`src/rtl/wb_pci_master.sv`:
```
// Command-to-Wishbone-style bus master: takes one upstream command at a time,
// drives a single strobe cycle with timeout, returns one response and then
// waits for the slave's ACK/VALID tail to clear before accepting again.
module wb_pci_master #(
  parameter int unsigned TIMEOUT_CYCLES = 16
) (
  input  logic        PHY_CLK33_I,
  input  logic        PHY_RST_I,
  input  logic        CMD_VALID_I,
  output logic        CMD_READY_O,
  input  logic        CMD_WE_I,
  input  logic [31:0] CMD_ADD_I,
  input  logic [31:0] CMD_DATA_I,
  output logic        RSP_VALID_O,
  input  logic        RSP_READY_I,
  output logic [31:0] RSP_DATA_O,
  output logic        RSP_ERR_O,
  output logic [31:0] WB_ADD_O,
  output logic [31:0] WB_DATA_O,
  input  logic [31:0] WB_DATA_I,
  output logic        WB_STB_O,
  output logic        WB_WE_O,
  input  logic        WB_ACK_I,
  input  logic        WB_VALID_I
);

  localparam int unsigned CW = $clog2(TIMEOUT_CYCLES + 1);
  localparam logic [CW-1:0] LIMIT = CW'(TIMEOUT_CYCLES);

  typedef enum logic [1:0] {IDLE, STROBE, RESP, RECOVER} state_t;

  state_t        state, state_n;
  logic [CW-1:0] cnt, cnt_n, cnt_inc;
  logic          cmd_ready_n, rsp_valid_n, rsp_err_n, stb_n, we_n;
  logic [31:0]   rsp_data_n, add_n, wdata_n;
  logic          term;

  // Next-state and next-output computation; every output is registered below.
  always_comb begin
    state_n     = state;
    cnt_n       = cnt;
    cmd_ready_n = CMD_READY_O;
    rsp_valid_n = RSP_VALID_O;
    rsp_err_n   = RSP_ERR_O;
    rsp_data_n  = RSP_DATA_O;
    stb_n       = WB_STB_O;
    we_n        = WB_WE_O;
    add_n       = WB_ADD_O;
    wdata_n     = WB_DATA_O;
    cnt_inc     = cnt + CW'(1);
    term        = WB_WE_O ? WB_ACK_I : WB_VALID_I;

    case (state)
      IDLE: begin
        if (CMD_VALID_I && CMD_READY_O) begin
          state_n     = STROBE;
          cmd_ready_n = 1'b0;
          cnt_n       = '0;
          stb_n       = 1'b1;
          we_n        = CMD_WE_I;
          add_n       = CMD_ADD_I;
          wdata_n     = CMD_WE_I ? CMD_DATA_I : '0;
        end else begin
          cmd_ready_n = 1'b1;
        end
      end

      STROBE: begin
        // Termination is checked first so it wins over a coincident timeout.
        if (term || cnt_inc == LIMIT) begin
          state_n     = RESP;
          stb_n       = 1'b0;
          wdata_n     = '0;
          rsp_valid_n = 1'b1;
          rsp_err_n   = !term;
          rsp_data_n  = (term && !WB_WE_O) ? WB_DATA_I : '0;
        end else begin
          cnt_n = cnt_inc;
        end
      end

      RESP: begin
        if (RSP_READY_I) begin
          state_n     = RECOVER;
          rsp_valid_n = 1'b0;
          cnt_n       = '0;
        end
      end

      RECOVER: begin
        if ((!WB_ACK_I && !WB_VALID_I) || cnt_inc == LIMIT) begin
          state_n     = IDLE;
          cmd_ready_n = 1'b1;
        end else begin
          cnt_n = cnt_inc;
        end
      end

      default: state_n = IDLE;
    endcase
  end

  // State, counter and output registers with asynchronous clear.
  always_ff @(posedge PHY_CLK33_I or posedge PHY_RST_I) begin
    if (PHY_RST_I) begin
      state       <= IDLE;
      cnt         <= '0;
      CMD_READY_O <= 1'b0;
      RSP_VALID_O <= 1'b0;
      RSP_ERR_O   <= 1'b0;
      RSP_DATA_O  <= '0;
      WB_STB_O    <= 1'b0;
      WB_WE_O     <= 1'b0;
      WB_ADD_O    <= '0;
      WB_DATA_O   <= '0;
    end else begin
      state       <= state_n;
      cnt         <= cnt_n;
      CMD_READY_O <= cmd_ready_n;
      RSP_VALID_O <= rsp_valid_n;
      RSP_ERR_O   <= rsp_err_n;
      RSP_DATA_O  <= rsp_data_n;
      WB_STB_O    <= stb_n;
      WB_WE_O     <= we_n;
      WB_ADD_O    <= add_n;
      WB_DATA_O   <= wdata_n;
    end
  end

endmodule

```
`config.mk`:
```
export PLATFORM = sky130hd
export DESIGN_NAME = wb_pci_master
export DESIGN_NICKNAME = d
export VERILOG_FILES = /design/src/rtl/wb_pci_master.sv
export SDC_FILE = /design/constraint.sdc
export NUM_CORES = 1
export LEC_CHECK = 0
export ABC_CLOCK_PERIOD_IN_PS = 3930
export CORE_ASPECT_RATIO = 0.9
export CORE_MARGIN = 2
export CORE_UTILIZATION = 37
export CTS_CLUSTER_DIAMETER = 60
export DETAILED_ROUTE_END_ITERATION = 6
export PLACE_DENSITY = 0.76
export RECOVER_POWER = 50
export SLEW_MARGIN = 0
export SYNTH_ARGS = -nofsm -noshare
export SYNTH_HDL_FRONTEND = slang
export SYNTH_SLANG_ARGS = --single-unit
```
`constraint.sdc`:
```
create_clock -name PHY_CLK33_I -period 3.93 [get_ports PHY_CLK33_I]
set_clock_uncertainty 0.1 [all_clocks]
set_input_delay 0.786 -clock PHY_CLK33_I [delete_from_list [all_inputs] [get_ports PHY_CLK33_I]]
set_output_delay 0.786 -clock PHY_CLK33_I [all_outputs]
set_load 0.02 [all_outputs]
```
---- Yosys cells after proc, flatten, opt, wreduce, memory -nomap -nowiden ----
Cells that the tools add are included.
word-level totals
  bits in registers ....................... 108
  output and inout port bits .............. 101
  logic and storage cells ................. 66
cells by class
  $add $sub $neg .......................... 1
  equal/unequal tests ..................... 10
  mux-type cells .......................... 25
  reductions and logical operators ........ 20
operators with widths
  cell                                                 number
  two-way mux 32 bit                                   4
  case mux 32 bit (2 select lines)                     1
  two-way mux 5 bit                                    4
  case mux 5 bit (4 select lines)                      1
  inequality test 2 bit, second input constant         6
  two-way mux 2 bit                                    4
  case mux 2 bit (4 select lines)                      1
  AND reduction 4 bit                                  2
  two-way mux 1 bit                                    7
  case mux 1 bit (2 select lines)                      3
  AND reduction 2 bit                                  3
  AND reduction 3 bit                                  2
  nonzero test 2 bit                                   3
  adder 5 x 1 -> 5 bit, second input constant          1
  equality test 5 bit, second input constant           1
  equality test 2 bit, second input constant           2
  zero test 1 bit                                      4
  logical AND 1 bit                                    3
  equality test 2 x 1 -> 1 bit, second input constant  1
  zero test 2 bit                                      1
  logical OR 1 bit                                     2

---- Logic depth before layout (Yosys ltp) ----
  word-level depth ........................ 5
  mapped depth ............................ 8
  gate-level depth less buffers ........... 7

---- Worst setup path after synthesis ----
OpenSTA, ideal clock, no wires.
  path kind ............................... input to register
  start point ............................. input WB_VALID_I
  end point ............................... register cnt[2]
  library setup time ...................... 0.095 ns
  arrival time ............................ 1.798 ns
  data required time ...................... 3.735 ns
  path slack .............................. 1.937 ns
  stages on the path ...................... 5
  buffers on the path ..................... 0
  cell sequence ........................... mux2_4 and2_1 a21oi_2 nand2b_1 o31ai_1
on the way
  cells in the longest elaborated chain, start to end .. 5
  elaborated cells between the ends (all ways) .. 8
  those cells by class .................... eq/ne (2); mux (1); reduce/logical (5)
RTL lines
  element                          RTL line  RTL
  start: declaration               24        input logic WB_VALID_I
  zero test 1 bit                  91        if ((!WB_ACK_I && !WB_VALID_I) || cnt_inc == LIMIT) begin
  logical AND 1 bit                91
  logical OR 1 bit                 91
  inequality test 2 bit (no line)  -
  AND reduction 4 bit (no line) *  -
  end signal: assignment           118       cnt <= cnt_n;
  end: declaration                 33        logic [CW-1:0] cnt, cnt_n, cnt_inc;
Mark *: on every way between the ends. The rest lies on a longest branch, timed or not.
A chain may end at the register's enable or synchronous reset.

==> metrics.txt <==
CTS tree done; Crit Path Class input port to async pin; PD cells 804 mW/mm2; Data required, critical path 3.88 ns; Mapped Area 0.00436 mm2; initial antenna violation count 0; # port buffers 203; FILL cells 955; Synthesized Nets 468; asr flop ratio synth 1.00; dpl cells 706; number of global-route vias before repair 3,617; CP peak stage delay 1.44 ns; Worst-Margin Slew 2.03 ns; CP bufs+invs 2; hold slack 0.369 ns; most frequent cells in the layout clkdlybuf4s50_1 (163), dfrtp_1 (108), nand2_1 (71); VDD IR-drop max 0.357 mV; status finished with violations; final hold violation count 0; R2R cell count 7; sequential area share after synthesis 0.620; final setup fails 0; failing checks capacitance limit, slew limit; area grow syn2layout 58.3%; diode count 0; mux contribution to synthesized area 0.0935; setup TNS 0 ns; clock sink count 108; #FFs+latches synth 108; Post-Layout Cell Count 722; chip height 107 um; Yosys cell types 40; post-synthesis xor/xnor area fraction 0; fmax 355 MHz; arrival time worst endpoint 2.77 ns; Resized Gates After CTS 0; hold endpoint RSP_DATA_O[31]; max cap viols 1; crit-path max FO 53; Min-Delay Path Class flop to flop; cts hold-fix bufs 0; Final min period 2.82 ns; Final Util 0.601; fin crit share 0.717; Mapped Cells 360; CP startpoint kind input port; DR WL/cell 16.3 um; EDFF count, synth 0; top_reg_cell synth dfrtp_1; Num CTS Buffers 9; # rows 37; CTS max path bufs 2; DR iter-0 viols 204; drt drc 0; total gr overflow 0; Die Wd 118 um; largest net degree at the start of global routing 57; DRT Wirelength 11,700 um; ratio of cells with drive above 1 in the final layout 0.115; FF-to-FF Start state[0]; Critical Path End Type async pin; Worst R2R Setup Slack 1.27 ns; Synth Area in Compound Gates 0.112; Critical Path Start PHY_RST_I; post-route ant nets 0; via count 3,564; total die area 0.0127 mm2; crit path max-delay cell type inv_1; final max-slew violation count 53; LEAKAGE 3.14 nW; family with the most delay on the worst path buffers and inverters; RR Endpoint WB_DATA_O[16]; largest family of logic cells by synthesized area simple AND/OR/NAND/NOR gates; # nets final 669; routability cong. 0.833; Hold Crit Start RSP_DATA_O[31]; IO Pins 204; Post-Synth Simple-Gate Area 0.137; first-pass GRT wire length 18,600 um; worst hold path cell count 2; critical path, cell by cell dlygate4sd3_1, inv_1; CTS root buf clkbuf_16; Adder-Cell Fraction of Synth Area 0.0143; RSZ-0062 raised after global routing no; Detailed Place HPWL 8530 um; Synthesis Warnings 0; syn avg cell area 12.1 um2; commonest non-fill, non-tap cell in the layout clkdlybuf4s50_1; core area 0.0115 mm2; Slew HR -0.352; # Post-CTS Setup Buffers 0; starting density of the core 0.380; Skew-Pair Late Insertion Delay 0.35 ns; Vias/cell 4.94; clock transition at the registers of the reported paths 0.07 ns; H-tree depth 3; GRT Total Usage 0.187; Detailed Routing Iterations Pass 1 4
-- worst max-delay path by stage --
stage	depth (start not counted)	slack [ns]	end
after global placement	6	1.07	cnt[2]
after global routing	2	0.65	WB_DATA_O[8]
after floorplan	1	0.20	CMD_READY_O
after detailed placement	6	1.00	cnt[2]
after CTS	6	1.37	cnt[2]
final	2	1.11	WB_ADD_O[15]
-- worst min-delay path, cell delays in order (launching register included) --
cell and delay [ns]:
dfrtp_1 0.34, nand2_1 0.05, nand2_1 0.05
-- metal layers --
metal  part of all wire  vias to the layer above  track usage
met1               0.41                     1722        0.222
met5                  0                        -            0
met4              0.013                        0       0.0587
met2               0.48                      161        0.310
li1                   -                     1666            -
met3              0.097                       15       0.0803
-- registers in the layout, summed over array words and instances, names as in the netlist --
| name | count |
|---|---|
| cnt | 5 |
| RSP_VALID_O | 1 |
| WB_ADD_O | 32 |
| WB_DATA_O | 32 |
| RSP_DATA_O | 32 |
| WB_STB_O | 1 |
| CMD_READY_O | 1 |
| WB_WE_O | 1 |
| RSP_ERR_O | 1 |
| state | 2 |
-- through the flow --
stage / power [mW] / instance area [um2] / setup WS [ns]
2_1_floorplan: 3.33 / 4360 / 0.198
3_3_place_gp: 4.60 / 6580 / 1.07
3_5_place_dp: 4.68 / 6580 / 1.00
4_1_cts: 5.70 / 6910 / 1.37
5_1_grt: 5.87 / 6900 / 0.647
6_report: 5.55 / 6900 / 1.11
-- power breakdown --
group	internal (mW)	switching (mW)	leakage, nW
Sequential	1.61	0.296	1.38
Combinational	1.26	1.39	1.60
Clock	0.581	0.408	0.160
-- final cells by class --
cell class / count / area [um2] / share of cell area
clock buffer: 10 / 239 / 0.0346
clock inverter: 6 / 93.8 / 0.0136
inverter: 5 / 18.8 / 0.00272
multi-input combinational: 227 / 1560 / 0.225
sequential: 108 / 2700 / 0.392
tap: 156 / 195 / 0.0283
timing repair buffer: 210 / 2100 / 0.304
-- logic make-up after synthesis --
group | count (synthesis)
fa+ha+maj | 5
simple gates | 126
compound gates | 60
buf+inv | 25
flops | 108
mux | 36
-- Yosys cell counts, types with 4 or more instances --
| library cell | instances | share of area |
|---|---|---|
| dfrtp_1 | 108 | 0.62 |
| nand2_1 | 71 | 0.061 |
| mux2_2 | 33 | 0.085 |
| a22o_1 | 32 | 0.064 |
| nand3_1 | 32 | 0.037 |
| clkbuf_1 | 11 | 0.0095 |
| o21ai_0 | 8 | 0.0092 |
| buf_2 | 7 | 0.0080 |
| nor2_1 | 6 | 0.0052 |
| ha_1 | 5 | 0.014 |
| inv_1 | 4 | 0.0034 |
| o21ai_1 | 4 | 0.0046 |
Note: power is estimated with default switching activity, not from simulation.
